[config.mk]
export PLATFORM = sky130hd
export DESIGN_NAME = imem_loader
export DESIGN_NICKNAME = d
export VERILOG_FILES = /design/src/rtl/imem_loader.sv
export SDC_FILE = /design/constraint.sdc
export NUM_CORES = 1
export LEC_CHECK = 0
export ABC_AREA = 1
export ABC_CLOCK_PERIOD_IN_PS = 3600
export CAP_MARGIN = 10
export CELL_PAD_IN_SITES_DETAIL_PLACEMENT = 1
export CELL_PAD_IN_SITES_GLOBAL_PLACEMENT = 1
export CORE_MARGIN = 2
export CORE_UTILIZATION = 35
export DETAILED_ROUTE_END_ITERATION = 12
export PLACE_DENSITY = 0.84
export RECOVER_POWER = 25
export REMOVE_ABC_BUFFERS = 1
export SLEW_MARGIN = 10
export SYNTH_ARGS = -nofsm -noshare
export SYNTH_HDL_FRONTEND = slang
export SYNTH_SLANG_ARGS = --single-unit
[constraint.sdc]
create_clock -name clk -period 3.6 [get_ports clk]
set_input_delay 0.72 -clock clk [delete_from_list [all_inputs] [get_ports clk]]
set_output_delay 0.72 -clock clk [all_outputs]
set_load 0.02 [all_outputs]
[src/rtl/imem_loader.sv]
// Instruction-memory loader: assembles a little-endian byte stream into 32-bit words,
// writes them through the external port, then releases the CPU.
module imem_loader #(
  parameter int ADDR_W = 9
) (
  input  logic              clk,
  input  logic              arst,
  input  logic              start,
  input  logic [ADDR_W:0]   num_words,
  input  logic              byte_valid,
  input  logic [7:0]        byte_data,
  output logic              byte_ready,
  output logic [63:0]       addr_ext,
  output logic              wen_ext,
  output logic              ren_ext,
  output logic [31:0]       wdata_ext,
  output logic              cpu_enable,
  output logic              busy,
  output logic              done
);

  typedef enum logic [1:0] {
    IDLE    = 2'd0,
    COLLECT = 2'd1,
    WRITE   = 2'd2,
    RUN     = 2'd3
  } state_t;

  localparam logic [ADDR_W:0] CAP  = {1'b1, {ADDR_W{1'b0}}};
  localparam logic [ADDR_W:0] ZERO = {(ADDR_W+1){1'b0}};
  localparam logic [ADDR_W:0] ONE  = {{ADDR_W{1'b0}}, 1'b1};

  state_t            state, state_nx;
  logic [ADDR_W:0]   n_cnt;
  logic [ADDR_W:0]   word_idx;
  logic [1:0]        byte_idx;
  logic [31:0]       word, word_nx;
  logic [ADDR_W:0]   n_eff;
  logic              load;
  logic              accept;

  assign ren_ext = 1'b0;
  assign n_eff   = (num_words > CAP) ? CAP : num_words;

  // Next-state logic; also builds the word including the byte accepted this cycle.
  always_comb begin
    state_nx = state;
    word_nx  = word;
    load     = 1'b0;
    accept   = 1'b0;
    case (state)
      IDLE, RUN: begin
        if (start) begin
          load     = 1'b1;
          state_nx = (n_eff == ZERO) ? RUN : COLLECT;
        end else begin
          state_nx = state;
        end
      end
      COLLECT: begin
        if (byte_valid) begin
          accept = 1'b1;
          word_nx[{byte_idx, 3'b000} +: 8] = byte_data;
          state_nx = (byte_idx == 2'd3) ? WRITE : COLLECT;
        end else begin
          state_nx = COLLECT;
        end
      end
      WRITE: begin
        state_nx = ((word_idx + ONE) == n_cnt) ? RUN : COLLECT;
      end
      default: begin
        state_nx = IDLE;
      end
    endcase
  end

  // State, counters and outputs; outputs are registered from the next state so they
  // line up exactly with the state they describe.
  always_ff @(posedge clk or posedge arst) begin
    if (arst) begin
      state      <= IDLE;
      n_cnt      <= ZERO;
      word_idx   <= ZERO;
      byte_idx   <= 2'd0;
      word       <= 32'd0;
      byte_ready <= 1'b0;
      wen_ext    <= 1'b0;
      addr_ext   <= 64'd0;
      wdata_ext  <= 32'd0;
      busy       <= 1'b0;
      cpu_enable <= 1'b0;
      done       <= 1'b0;
    end else begin
      state <= state_nx;
      if (load) begin
        n_cnt    <= n_eff;
        word_idx <= ZERO;
        byte_idx <= 2'd0;
      end else if (accept) begin
        word     <= word_nx;
        byte_idx <= byte_idx + 2'd1;
      end else if (state == WRITE) begin
        word_idx <= word_idx + ONE;
      end
      byte_ready <= (state_nx == COLLECT);
      wen_ext    <= (state_nx == WRITE);
      busy       <= (state_nx == COLLECT) || (state_nx == WRITE);
      cpu_enable <= (state_nx == RUN);
      done       <= (state_nx == RUN);
      // word_idx still names the word being written; it advances on leaving WRITE.
      if (state_nx == WRITE) begin
        addr_ext  <= {{(61-ADDR_W){1'b0}}, word_idx, 2'b00};
        wdata_ext <= word_nx;
      end
    end
  end

endmodule

* After elaboration in Yosys (flattened, before gate mapping) *
Index checks and enable logic that the tools add are counted.

cells by class
  $add $sub $neg = 3
  magnitude comparators = 1
  equality and inequality tests = 9
  shift operators = 2
  mux-type cells = 19
  bitwise logic cells = 1
  reduce and logical (&&, ||, !) cells = 8

operator list
  cell                                                   number
  two-way mux 32 bit                                     2
  two-way mux 10 bit                                     4
  bitwise mux 32 bit                                     1
  variable shift 8 x 7 -> 32 bit (first input constant)  1
  indexed part select 8 x 7 -> 32 bit                    1
  two-way mux 2 bit                                      7
  adder 10 x 1 -> 10 bit (second input constant)         1
  equality test 10 bit                                   1
  equality test 2 bit (second input constant)            5
  > comparator 10 bit (second input constant)            1
  logical NOT 10 bit                                     1
  negator 5 -> 7 bit                                     1
  case mux 2 bit (3 select lines)                        1
  equality test 2 x 1 -> 1 bit (second input constant)   2
  two-way mux 1 bit                                      4
  AND reduction 2 bit                                    2
  nonzero test 2 bit                                     2
  adder 2 x 1 -> 2 bit (second input constant)           1
  logical NOT 2 bit                                      1
  inequality test 2 bit (second input constant)          1
  OR reduction 2 bit                                     1
  logical OR 1 bit                                       1
  NOT 1 bit                                              1

word-level totals
  register bits after elaboration = 102
  input bits = 22
  output and inout port bits = 102
  logic and storage cells = 54

* Depth between registers and ports, before layout *
  depth in word-level cells = 8
  mapped depth = 21

* Worst setup path before layout *
No wires, ideal clock.

  path kind = input -> register
  from = input port num_words[2]
  to = register wdata_ext[0]
  data arrival time = 2.457 ns
  required time = 3.517 ns
  setup slack = 1.060 ns
  stages on the path = 17
  path buffers = 2
  cells stage by stage = or2_1 > nor2_1 > nand2_1 > nand2_1 > o41ai_1 > nand3b_1 > nand2_1 > nand2_1 > nand2_1 > nand2_4 > inv_1 > ha_1 > clkbuf_1 > clkinv_1 > clkbuf_1 > nand2_1 > o21ai_0

on the way
  longest elaborated chain between the ends = 7

ends and longest elaborated chain
  item                                 line  source
  start: declaration                   9     input logic [ADDR_W:0] num_words,
  > comparator 10 bit                  43    assign n_eff = (num_words > CAP) ? CAP : num_words;
  two-way mux 10 bit (*)               43
  logical NOT 10 bit (*)               55    state_nx = (n_eff == ZERO) ? RUN : COLLECT;
  two-way mux 2 bit (*)                55
  two-way mux 2 bit (*)                53    if (start) begin
  case mux 2 bit (3 select lines) (*)  51    case (state)
  equality test 2 bit (*)              112   if (state_nx == WRITE) begin
  end signal: assignment               114   wdata_ext <= word_nx;
  end: declaration                     16    output logic [31:0] wdata_ext,

Mark *: on every way between the ends. The rest lies on a longest branch, timed or not.
A chain may end at the register's enable or synchronous reset.

* Worst setup path in the final report *
  from = register byte_idx[0]
  to = register word[10]

on the way
  longest elaborated chain between the ends = 5
  elaborated cells between the ends (all ways) = 6
  classes of those cells = add/sub (1); shift (2); mux (3)

ends and longest elaborated chain
  item                                                                                   line  source
  start: declaration                                                                     36    logic [1:0] byte_idx;
  start signal: assignment                                                               102   byte_idx <= byte_idx + 2'd1;
  negator 5 -> 7 bit (*)                                                                 63    word_nx[{byte_idx, 3'b000} +: 8] = byte_data;
  indexed part select 8 x 7 -> 32 bit or variable shift 8 x 7 -> 32 bit (tied branches)  63
  bitwise mux 32 bit (*)                                                                 63
  two-way mux 32 bit (*)                                                                 61    if (byte_valid) begin
  two-way mux 32 bit (*)                                                                 51
  end signal: assignment                                                                 101   word <= word_nx;
  end: declaration                                                                       37    logic [31:0] word, word_nx;

Marks and branches as above.

==> results.py <==
metrics = {
    "floorplanning": {
        "die_width_um": 127,
        "core_um2": 14600,
        "die_h_um": 127,
        "start_util": 0.362,
        "ios": 124,
        "dieArea_um2": 16100,
        "placement_rows": 44,
    },
    "setup_path": {
        "crit_family": "simple AND/OR/NAND/NOR gates",
        "critPathLaunchType": "flop",
        "slowest_stage": "dfrtp_1",
        "crit_type": "reg2reg",
        "cp_max_fo": 18,
        "crit_buf_inv": 2,
        "r2r_slack_ns": 0.66,
        "crit_path_end_kind": "flop",
        "critPathRequiredTime_ns": 3.87,
        "slowest_delay_ns": 0.70,
        "crit_chain": "inv_1 -> ha_1 -> inv_1 -> nor2_1 -> nand4_1 -> o21ai_0 -> nand2_1 -> o21ai_0",
        "arrival_ns": 3.22,
    },
    "timing": {
        "tns_ns": 0,
        "fin_skew_ns": 0.0124,
        "fin_crit_sh": 0.817,
        "fin_crit_ns": 2.94,
        "tightestPinTransition_ns": 1.66,
        "fmaxAchievable_mhz": 340,
        "hold_viol": 0,
        "slew_violations": 39,
        "slew_headroom": -0.112,
        "setup_ws_ns": 0.657,
        "rsz0062_at_grt": "false",
        "finalSetupViolCount": 0,
    },
    "final_layout": {
        "diodes": 0,
        "nets": 760,
        "area_growth_pct": 19.3,
        "final_cell_area_um2": 6320,
        "final_layout_size_suffix_gt1_frac": 0.0518,
    },
    "outcome": {
        "violations": "max-capacitance violations, max-slew violations",
        "status": "complete, but fails checks",
    },
    "synthesis": {
        "netlist_instances": 667,
        "synth_top_family_by_area": "simple AND/OR/NAND/NOR gates",
        "ys_ff_latch": 102,
        "synthDominantCellAreaShare": 0.482,
        "synth_compound_area_frac": 0.109,
        "synth.most_common_cell": "nand2_1",
        "ys_warn_count": 0,
        "syn_area_per_cell_um2": 7.94,
        "syn_area_um2": 5300,
        "synthDistinctLibCells": 30,
        "synthSimpleGateAreaFrac": 0.228,
        "muxShareOfSynthArea": 0,
        "synthTopCellsByCount": "196 x nand2_1, 102 x dfrtp_1, 87 x o21ai_0",
        "synth.area.top_cells": "dfrtp_1 48%, nand2_1 14%, o21ai_0 8.2%, buf_4 7.9%, inv_1 5.5%",
        "async_reset_ff_frac": 1.00,
        "synth_edf_count": 0,
        "synth_flop_cell": "dfrtp_1",
        "synth-xor-area-share": 0.00165,
        "synth_fa_ha_area_frac": 0.0236,
        "seq_area_frac_synth": 0.482,
        "synth_top_cell_by_area": "dfrtp_1",
    },
    "clocking": {
        "cts_buffer_depth": 2,
        "cts_setup_buffers": 0,
        "cts_hold_buf": 0,
        "cts_tree": "yes",
        "cts_resized": 0,
        "cts-htree-levels": 3,
        "cts_sinks": 102,
        "cts_root_buf": "clkbuf_16",
        "cts.clk_slew.worst_paths_ns": 0.08,
        "clock_latency_ns": 0.35,
        "numCtsBuffers": 9,
    },
    "detailed_routing": {
        "wl_um": 13300,
        "drcViolationCount": 0,
        "vias_per_cell": 4.76,
        "antenna_left": 0,
        "drt_iter0_markers": 215,
        "route.vias.total": 4365,
        "wire_per_inst_um": 14.5,
        "drt-pass1-iter-count": 4,
    },
    "grt": {
        "grt_max_degree": 61,
        "antenna_found_initial": 0,
        "track_usage": 0.168,
        "grt_pass1_vias": 4332,
        "gr-total-overflow": 0,
        "grt_pass1_wl_um": 21900,
    },
    "pwr": {
        "ir_worst_vdd_uv": 343,
        "power_density_nw_per_um2": 787,
        "p_leak_nw": 2.99,
    },
    "placed_design": {
        "port_buffers": 68,
        "place_area_um2": 5980,
        "place_congestion": 0.785,
        "pre_cts_ws_ns": 0.542,
        "hpwl_um": 9300,
    },
    "run": {
        "maxCapViolCount": 1,
    },
    "min_path": {
        "hp-class": "reg2reg",
    },
}
==> state kept, by name, indices dropped and copies added, names as in the netlist <==
name and count:
addr_ext 10, busy 1, byte_idx 2, byte_ready 1, done 1, n_cnt 10, state 2, wdata_ext 32
wen_ext 1, word 32, word_idx 10
==> through the flow <==
stage	hold slack, ns	utilization	instances	power (mW)
detailed placement	0.466	0.408	901	3.82
global placement	0.461	0.408	901	3.75
floorplan	0.448	-	640	3.01
global route	0.508	0.431	917	5.35
CTS	0.486	0.432	917	5.01
finish	0.483	0.431	917	4.97
==> power breakdown <==
part	total (mW)	switching [mW]	internal, mW
Sequential	1.72	0.208	1.51
Clock	1.15	0.463	0.691
Combinational	2.10	1.38	0.720
Total	4.97	2.05	2.92
==> layer usage <==
layer	vias up	share of wire	GRT usage
li1	2132	-	-
met1	2115	0.48	0.238
met2	98	0.46	0.262
met3	20	0.043	0.0322
met4	0	0.017	0.0562
met5	-	0	0
==> path summary, 6_finish.rpt <==
| path | cells after the start | startpoint | endpoint |
|---|---|---|---|
| max | 8 | byte_idx[0]$_DFFE_PP0P_ | word[10]$_DFFE_PP0P_ |
| min | 2 | wdata_ext[21]$_DFFE_PP0N_ | wdata_ext[21]$_DFFE_PP0N_ |
| max reg2reg | 8 | byte_idx[0]$_DFFE_PP0P_ | word[10]$_DFFE_PP0P_ |
| min reg2reg | 2 | wdata_ext[21]$_DFFE_PP0N_ | wdata_ext[21]$_DFFE_PP0N_ |
| max in group asynchronous | 3 | arst | word[19]$_DFFE_PP0P_ |
| min in group asynchronous | 2 | arst | addr_ext[6]$_DFFE_PP0N_ |
==> placed cells by master, fill, tap and decap left out <==
master | synthesis | final
o21ai_1 | 4 | 4
clkinvlp_2 | 0 | 1
nand2_2 | 2 | 2
nand3_2 | 1 | 1
buf_4 | 56 | 7
a22o_1 | 1 | 1
nand2_1 | 196 | 196
o41ai_1 | 1 | 1
clkinv_4 | 0 | 1
o21ai_0 | 87 | 87
clkbuf_2 | 0 | 1
dfrtp_1 | 102 | 102
nor3_2 | 1 | 1
nand3b_1 | 1 | 1
inv_8 | 0 | 1
clkbuf_16 | 0 | 9
bufinv_16 | 0 | 3
nor2_1 | 20 | 20
nor3_1 | 1 | 1
a21oi_1 | 2 | 2
inv_6 | 0 | 2
clkdlybuf4s50_1 | 0 | 67
nand2_4 | 1 | 1
inv_1 | 77 | 76
ha_1 | 10 | 10
o22ai_1 | 14 | 14
and2_1 | 1 | 1
nor2_2 | 6 | 6
a21oi_2 | 1 | 1
nand3_1 | 32 | 32
clkinv_1 | 1 | 1
nand4_1 | 21 | 21
dlygate4sd3_1 | 0 | 1
or2_1 | 1 | 1
conb_1 | 1 | 55
xnor2_1 | 1 | 1
buf_12 | 0 | 1
==> worst register-to-register path, stage by stage, from the launching register on <==
cell and delay, ns:
dfrtp_1 0.70, inv_1 0.36, ha_1 0.49, inv_1 0.11
nor2_1 0.66, nand4_1 0.20, o21ai_0 0.17, nand2_1 0.09
o21ai_0 0.09
==> cell families after synthesis <==
group	after synthesis
flops	102
compound gates	110
xor+xnor	1
other cells	1
fa+ha+maj	10
simple gates	284
buf+inv	159
==> cell type report <==
type,count,area [um2]
timing repair buffer,77,758
fill,1765,8330
multi-input combinational,460,2130
tap,184,230
clock inverter,7,128
inverter,78,294
clock buffer,9,225
sequential,102,2550
(Power assumes the default switching activity.)
